## src/rtl/mem_port_arbiter.sv

```systemverilog
// mem_port_arbiter: shares the core's single SRAM-like memory port between
// instruction fetch and the MEM-stage data requester. One transaction is in
// flight at a time; the winning request is latched so the bus side sees
// stable signals, and read data returns with a one-cycle ready pulse.
// Optional macro ARB_FAIR_EN: alternate grants under contention instead of
// the default fixed priority (data always beats fetch).
module mem_port_arbiter #(
  parameter int ADDR_W = 32,
  parameter int DATA_W = 32
) (
  input  logic                  clk,
  input  logic                  rst,
  input  logic                  inst_req,
  input  logic [ADDR_W-1:0]     inst_addr,
  output logic [DATA_W-1:0]     inst_rdata,
  output logic                  inst_ready,
  output logic                  inst_stall,
  input  logic                  data_req,
  input  logic                  data_wr,
  input  logic [DATA_W/8-1:0]   data_wstrb,
  input  logic [ADDR_W-1:0]     data_addr,
  input  logic [DATA_W-1:0]     data_wdata,
  output logic [DATA_W-1:0]     data_rdata,
  output logic                  data_ready,
  output logic                  data_stall,
  output logic                  bus_req,
  output logic                  bus_wr,
  output logic [DATA_W/8-1:0]   bus_wstrb,
  output logic [ADDR_W-1:0]     bus_addr,
  output logic [DATA_W-1:0]     bus_wdata,
  input  logic                  bus_addr_ok,
  input  logic                  bus_data_ok,
  input  logic [DATA_W-1:0]     bus_rdata
);

  localparam int STRB_W = DATA_W / 8;

  typedef enum logic [1:0] {S_IDLE, S_ADDR, S_WAIT, S_RESP} state_e;
  typedef enum logic {OWN_INST = 1'b0, OWN_DATA = 1'b1} owner_e;

  state_e              state_q, state_d;
  owner_e              owner_q, owner_d;
  logic                pick_data;
  logic                latch_en;
  logic                cap_en;

  logic                bus_req_q;
  logic                bus_wr_q;
  logic [STRB_W-1:0]   bus_wstrb_q;
  logic [ADDR_W-1:0]   bus_addr_q;
  logic [DATA_W-1:0]   bus_wdata_q;
  logic [DATA_W-1:0]   inst_rdata_q;
  logic [DATA_W-1:0]   data_rdata_q;
  logic                inst_ready_q;
  logic                data_ready_q;

`ifdef ARB_FAIR_EN
  owner_e              last_q;

  // Under contention the side not granted last wins; a lone requester always wins.
  always_comb begin
    pick_data = data_req & (~inst_req | (last_q == OWN_INST));
  end

  // Remember who won the most recent IDLE grant.
  always_ff @(posedge clk) begin
    if (!rst)          last_q <= OWN_INST;
    else if (latch_en) last_q <= owner_d;
  end
`else
  // Fixed priority: a pending data request always beats fetch.
  always_comb begin
    pick_data = data_req;
  end
`endif

  // Next-state logic: grant in IDLE, address handshake, wait for data, respond.
  always_comb begin
    state_d  = state_q;
    owner_d  = owner_q;
    latch_en = 1'b0;
    cap_en   = 1'b0;
    case (state_q)
      S_IDLE: begin
        if (data_req || inst_req) begin
          latch_en = 1'b1;
          owner_d  = pick_data ? OWN_DATA : OWN_INST;
          state_d  = S_ADDR;
        end
      end
      S_ADDR: begin
        if (bus_addr_ok) begin
          if (bus_data_ok) begin
            cap_en  = 1'b1;
            state_d = S_RESP;
          end else begin
            state_d = S_WAIT;
          end
        end
      end
      S_WAIT: begin
        if (bus_data_ok) begin
          cap_en  = 1'b1;
          state_d = S_RESP;
        end
      end
      S_RESP:  state_d = S_IDLE;
      default: state_d = S_IDLE;
    endcase
  end

  // State, latched bus request, captured read data and ready pulses.
  always_ff @(posedge clk) begin
    if (!rst) begin
      state_q      <= S_IDLE;
      owner_q      <= OWN_INST;
      bus_req_q    <= 1'b0;
      bus_wr_q     <= 1'b0;
      bus_wstrb_q  <= '0;
      bus_addr_q   <= '0;
      bus_wdata_q  <= '0;
      inst_rdata_q <= '0;
      data_rdata_q <= '0;
      inst_ready_q <= 1'b0;
      data_ready_q <= 1'b0;
    end else begin
      state_q   <= state_d;
      owner_q   <= owner_d;
      bus_req_q <= (state_d == S_ADDR);
      if (latch_en) begin
        if (pick_data) begin
          bus_wr_q    <= data_wr;
          bus_wstrb_q <= data_wstrb;
          bus_addr_q  <= data_addr;
          bus_wdata_q <= data_wdata;
        end else begin
          bus_wr_q    <= 1'b0;
          bus_wstrb_q <= '0;
          bus_addr_q  <= inst_addr;
          bus_wdata_q <= '0;
        end
      end
      // Only the owner's rdata register moves; stores capture it too and the
      // requester simply ignores it.
      if (cap_en && owner_q == OWN_DATA) data_rdata_q <= bus_rdata;
      if (cap_en && owner_q == OWN_INST) inst_rdata_q <= bus_rdata;
      // Ready is high exactly while in RESP.
      inst_ready_q <= cap_en && (owner_q == OWN_INST);
      data_ready_q <= cap_en && (owner_q == OWN_DATA);
    end
  end

  assign bus_req    = bus_req_q;
  assign bus_wr     = bus_wr_q;
  assign bus_wstrb  = bus_wstrb_q;
  assign bus_addr   = bus_addr_q;
  assign bus_wdata  = bus_wdata_q;
  assign inst_rdata = inst_rdata_q;
  assign data_rdata = data_rdata_q;
  assign inst_ready = inst_ready_q;
  assign data_ready = data_ready_q;
  assign inst_stall = inst_req & ~inst_ready_q;
  assign data_stall = data_req & ~data_ready_q;

endmodule

```

## config.mk

```make
export PLATFORM = sky130hd
export DESIGN_NAME = mem_port_arbiter
export DESIGN_NICKNAME = d
export VERILOG_FILES = /design/src/rtl/mem_port_arbiter.sv
export SDC_FILE = /design/constraint.sdc
export NUM_CORES = 1
export LEC_CHECK = 0
export ABC_AREA = 1
export ABC_CLOCK_PERIOD_IN_PS = 2000
export BUFFER_PORTS_ARGS = -buffer_cell sky130_fd_sc_hd__buf_2
export CORE_ASPECT_RATIO = 2
export CORE_MARGIN = 1
export CORE_UTILIZATION = 48
export DETAILED_ROUTE_END_ITERATION = 6
export PLACE_DENSITY = 0.86
export RECOVER_POWER = 50
export SLEW_MARGIN = 0
export SYNTH_ARGS = -nofsm -noshare
export SYNTH_HDL_FRONTEND = slang
export SYNTH_SLANG_ARGS = --single-unit
```

## constraint.sdc

```tcl
create_clock -name clk -period 2 [get_ports clk]
set_clock_uncertainty 0.05 [all_clocks]
set_input_delay 0.1 -clock clk [delete_from_list [all_inputs] [get_ports clk]]
set_output_delay 0.1 -clock clk [all_outputs]
set_load 0.02 [all_outputs]
```

### After elaboration in Yosys (flattened, before gate mapping)

Index checks and enable logic that the tools add are counted.

| word-level totals | value |
|---|---|
| bits in registers | 139 |
| bits of input ports | 139 |
| output and inout bits | 138 |
| word-level logic and storage cells | 40 |

| cells by class | value |
|---|---|
| equality and inequality tests | 4 |
| multiplexer cells | 15 |
| bitwise logic cells | 5 |
| reductions and logical operators | 5 |

Operators by type and width:

| operator | number |
|---|---|
| 32-bit two-way mux | 2 |
| 2-bit one-hot mux with 4 select lines | 1 |
| 1-bit two-way mux | 7 |
| 2-bit two-way mux | 3 |
| 2-bit by 1-bit == test with 1-bit output (second input constant) | 2 |
| 2-bit == test (second input constant) | 2 |
| 4-bit two-way mux | 1 |
| 1-bit inverter | 3 |
| 1-bit AND | 2 |
| 1-bit logical AND | 2 |
| 2-bit logical NOT | 1 |
| 1-bit one-hot mux with 2 select lines | 1 |
| 2-bit AND reduction | 1 |
| 1-bit logical OR | 1 |

### Logic depth before layout (Yosys ltp)

| logic depth | value |
|---|---|
| depth in word-level cells | 4 |
| depth in mapped cells | 9 |
| mapped depth without buffers | 8 |

### Least setup slack after synthesis

No wires, ideal clock.

| timing path | value |
|---|---|
| kind | register to register |
| start point | reg state_q[1] |
| end point | reg inst_rdata_q[22] (netlist: inst_rdata[22]) |
| setup time | 110 ps |
| arrival | 1403 ps |
| required time | 1840 ps |
| slack | 437 ps |
| stages on the path, launching flop included | 8 |
| cells stage by stage | dfxtp_1 > inv_1 > ha_1 > buf_2 > buf_1 > nand4_1 > nand2_1 > nor2_1 |

| between the ends | value |
|---|---|
| word-level cells in the longest chain between the ends | 3 |

RTL lines:

| item | RTL line | source |
|---|---|---|
| start: declaration | 41 | `state_e state_q, state_d;` |
| start signal: assignment | 127 | `state_q <= state_d;` |
| 2-bit == test / 2-bit by 1-bit == test with 1-bit output (equally long branches) | 83 | `case (state_q)` |
| 1-bit one-hot mux with 2 select lines * | 83 |  |
| 1-bit logical AND * | 146 | `if (cap_en && owner_q == OWN_INST) inst_rdata_q <= bus_rdata;` |
| end signal: assignment | 146 |  |
| end: declaration | 52 | `logic [DATA_W-1:0] inst_rdata_q;` |

Every way passes the cells marked *; elsewhere a longest branch is shown, timed or not.
A chain may end at the register's enable or synchronous reset.

### Worst setup path in the final report

| timing path | value |
|---|---|
| start point | reg state_q[1] |
| end point | reg data_rdata_q[8] (netlist: data_rdata[8]) |

| between the ends | value |
|---|---|
| word-level cells in the longest chain between the ends | 3 |

RTL lines:

| item | RTL line | source |
|---|---|---|
| 2-bit == test / 2-bit by 1-bit == test with 1-bit output (equally long branches) | 83 |  |
| 1-bit one-hot mux with 2 select lines * | 83 |  |
| 1-bit logical AND * | 145 | `if (cap_en && owner_q == OWN_DATA) data_rdata_q <= bus_rdata;` |
| end signal: assignment | 145 |  |
| end: declaration | 53 | `logic [DATA_W-1:0] data_rdata_q;` |

Marked as above.

==> flow_metrics.py <==
metrics = {
    "status": {
        "status": "complete, no violations",
    },
    "global_route": {
        "grt_antenna_before_repair": 0,
        "grt_pass1_wl_um": 33900,
        "grt_pass1_vias": 7342,
        "grt.total_usage_pct": 31.2,
        "overflow": 0,
        "grt_max_degree": 65,
    },
    "clocking": {
        "clk_pin_slew_ns": 0.06,
        "cts-root-buf": "clkbuf_16",
        "cts_buffer_depth": 2,
        "htreeDepth": 4,
        "postCtsSetupBuffers": 0,
        "cts_buffers": 17,
        "cts_sinks": 139,
        "insertion_delay_ns": 0.41,
        "cts_tree": "yes",
    },
    "route": {
        "drtAntennaViolNets": 0,
        "drc_errors": 0,
        "wirelength_um": 21300,
        "num_vias": 7396,
        "drt_iter0_drc": 377,
        "via_per_inst": 5.00,
        "wl_per_cell_um": 14.4,
        "drtPass1Iterations": 5,
    },
    "job": {
        "cap_violations": 0,
    },
    "synth": {
        "synth_mux_area_share_pct": 0,
        "yosys.area.top_type_share_pct": 44.3,
        "synth.area.top_cells": "dfxtp_1 (44%), nand2_1 (19%), inv_1 (10%)",
        "synthesis.area_um2": 6280,
        "yosys.area.top_type": "dfxtp_1",
        "synth_flop_cell": "dfxtp_1",
        "synthSimpleGateAreaFrac_pct": 33.7,
        "synth_top_family_by_area": "simple AND/OR/NAND/NOR gates",
        "synth-compound-area-share_pct": 5.96,
        "synth_edf_count": 0,
        "ys_warn_count": 0,
        "synth_fa_ha_area_share_pct": 0.996,
        "yosysUniqueCellTypes": 19,
        "synth.avg_cell_area_um2": 6.49,
        "synth-async-reset-ratio_pct": 0,
        "syn-num-nets": 1112,
        "ys_ff_latch": 139,
        "synth_xor_area_share_pct": 0,
        "syn-instance-count": 968,
        "yosysSeqAreaShare_pct": 44.3,
    },
    "timing": {
        "finalSetupViolCount": 0,
        "tightest_slew_ns": 0.402,
        "setup_ws_ns": 0.212,
        "fin_crit_sh_pct": 89.4,
        "timing.final.max_slew_violations": 0,
        "fin_crit_ns": 1.79,
        "fin_tns_setup_ns": 0,
        "max_slew_margin_pct": 73.2,
        "fmaxAchievable_ghz": 0.559,
        "grt_setup_unrepaired": "false",
        "hold_violations": 0,
    },
    "final_layout": {
        "regArea_um2": 2780,
        "antenna_cells": 0,
        "multiInputGateArea_um2": 2560,
        "fin_cells": 1479,
        "fill_cells": 978,
        "syn_to_final_growth_pct": 46.9,
        "final_nets": 1461,
        "drive_above_1_share_pct": 14.4,
    },
    "setup_path": {
        "critPathArrivalTime_ns": 2.08,
        "critPathKind": "reg -> reg",
        "cp_slowest_cell": "ha_2",
        "worstPathMaxFanout": 32,
        "timing.rr.end": "data_rdata[8]$_SDFFE_PN0P_",
        "r2r_slack_ns": 0.21,
        "cp_slowest_stage_delay_ns": 0.50,
        "r2r-start": "state_q[1]$_SDFF_PN0_",
        "worst_setup_path_end_kind": "register",
        "cp.required_ns": 2.29,
        "worstPathCellList": "inv_1 > ha_2 > nand3_1 > buf_12 > nand2_1 > inv_1 > nor2_1",
        "cp_common_cell": "inv_1",
        "worstSetupStartpointType": "register",
        "worstRegToRegCells": 7,
    },
    "floorplanning": {
        "die_area_um2": 13600,
        "start_util_pct": 49.5,
        "rows": 58,
        "die_width_um": 82.9,
        "core-area_um2": 12700,
        "die_h_um": 164,
        "io_pins": 277,
    },
    "place": {
        "dp_cells": 1349,
        "dp_slack_ns": 0.302,
        "dp_hpwl_um": 12500,
        "gp_congestion": 0.882,
        "port_buffers": 276,
    },
    "power": {
        "p_leak_nw": 4.49,
        "ir_worst_vdd_v": 0.000934,
        "power.density_nw_per_um2": 860,
    },
    "worst_hold_path": {
        "whs_path_depth": 5,
        "worstHoldPathType": "in -> reg",
        "worst_hold_path.endpoint": "bus_addr[27]$_SDFFE_PN0P_",
        "hold_path.startpoint": "data_addr[27]",
    },
}
## stage by stage
stage,utilization [%],power (mW),cell area (um^2),hold WS [ns]
5_1_grt,72.6,8.23,9220,0.0262
6_report,72.6,7.93,9220,0.00557
4_1_cts,74.0,7.95,9400,0.000387
2_1_floorplan,-,3.86,6280,0.193
3_3_place_gp,61.0,4.29,7750,0.299
3_5_place_dp,61.0,4.31,7750,0.304
## metal layers
layer	GRT usage (%)	share of wire, %	up-vias
met3	6.28	6.0	107
li1	-	-	3599
met5	0	0	-
met2	57.4	53	397
met1	31.2	35	3293
met4	21.6	6.1	0
## critical path, delay by kind of cell, from the launching register on
kind / cells / cell delay, ns
AND/OR/NAND/NOR: 3 / 0.40
flip-flops: 1 / 0.39
buffers and inverters: 3 / 0.38
adder cells (fa/ha/maj): 1 / 0.50
## cells in the final DEF, fill, tap and decap left out, drive strengths merged
cell type / instances
o21ai: 33
nand3b: 1
inv: 174
ha: 5
nand4: 64
o21a: 1
nand3: 6
dfxtp: 139
nand2: 311
buf: 156
clkbuf: 157
clkinv: 2
a21oi: 38
clkinvlp: 2
bufinv: 5
nor2: 136
dlygate4sd3: 99
## flip-flops by register name, summed over array words and instances (netlist names)
signal / flops
bus_addr: 32
inst_ready: 1
bus_wdata: 32
bus_wr: 1
state_q: 2
inst_rdata: 32
owner_q: 1
bus_wstrb: 4
bus_req: 1
data_rdata: 32
data_ready: 1
## synthesized netlist by cell type (4+ instances only)
| cell type | instances |
|---|---|
| nand2_1 | 311 |
| inv_1 | 168 |
| dfxtp_1 | 139 |
| nor2_1 | 136 |
| nand4_1 | 64 |
| a21oi_1 | 38 |
| o21ai_0 | 32 |
| buf_2 | 24 |
| clkbuf_1 | 24 |
| buf_1 | 9 |
| nand3_1 | 6 |
| ha_1 | 5 |
| buf_6 | 4 |
## worst max-delay path by stage
stage,startpoint,to,slack (ns),cells past startpoint
floorplan,state_q[1]$_SDFF_PN0_,inst_rdata[22]$_SDFFE_PN0P_,0.44,7
global placement,state_q[1]$_SDFF_PN0_,data_rdata[15]$_SDFFE_PN0P_,0.38,7
detailed placement,state_q[1]$_SDFF_PN0_,data_rdata[3]$_SDFFE_PN0P_,0.30,7
CTS,state_q[1]$_SDFF_PN0_,data_rdata[8]$_SDFFE_PN0P_,0.23,7
global route,state_q[1]$_SDFF_PN0_,data_rdata[8]$_SDFFE_PN0P_,0.11,7
finish,state_q[1]$_SDFF_PN0_,data_rdata[8]$_SDFFE_PN0P_,0.21,7
## timing repair
item | CTS | global route
endpoints found under the setup margin | 0 | 0
hold buffers | 99 | 0
gates resized for setup | 0 | 0
hold endpoints to repair | 88 | 0
## power by group
| group | internal (mW) | switching (mW) |
|---|---|---|
| combinational | 0.531 | 0.895 |
| sequential | 2.93 | 0.0866 |
| clock | 2.26 | 1.23 |
## logic make-up (layout without fill, tap and decap cells)
group	count (synthesis)	count (layout)
adder cells (fa/ha/maj)	5	5
flip-flops	139	139
AND/OR/NAND/NOR	518	518
AO/OA/AOI/OAI	72	72
buffers and inverters	234	595
## layout make-up
type / count / area share, %
flip-flops and latches: 139 / 30.2
multi-input cells: 595 / 27.8
repair buffers: 393 / 26.0
inverters: 171 / 6.96
clock buffers: 19 / 4.80
clock inverters: 12 / 2.29
well taps: 150 / 2.03
Note: power is estimated with default switching activity, not from simulation.
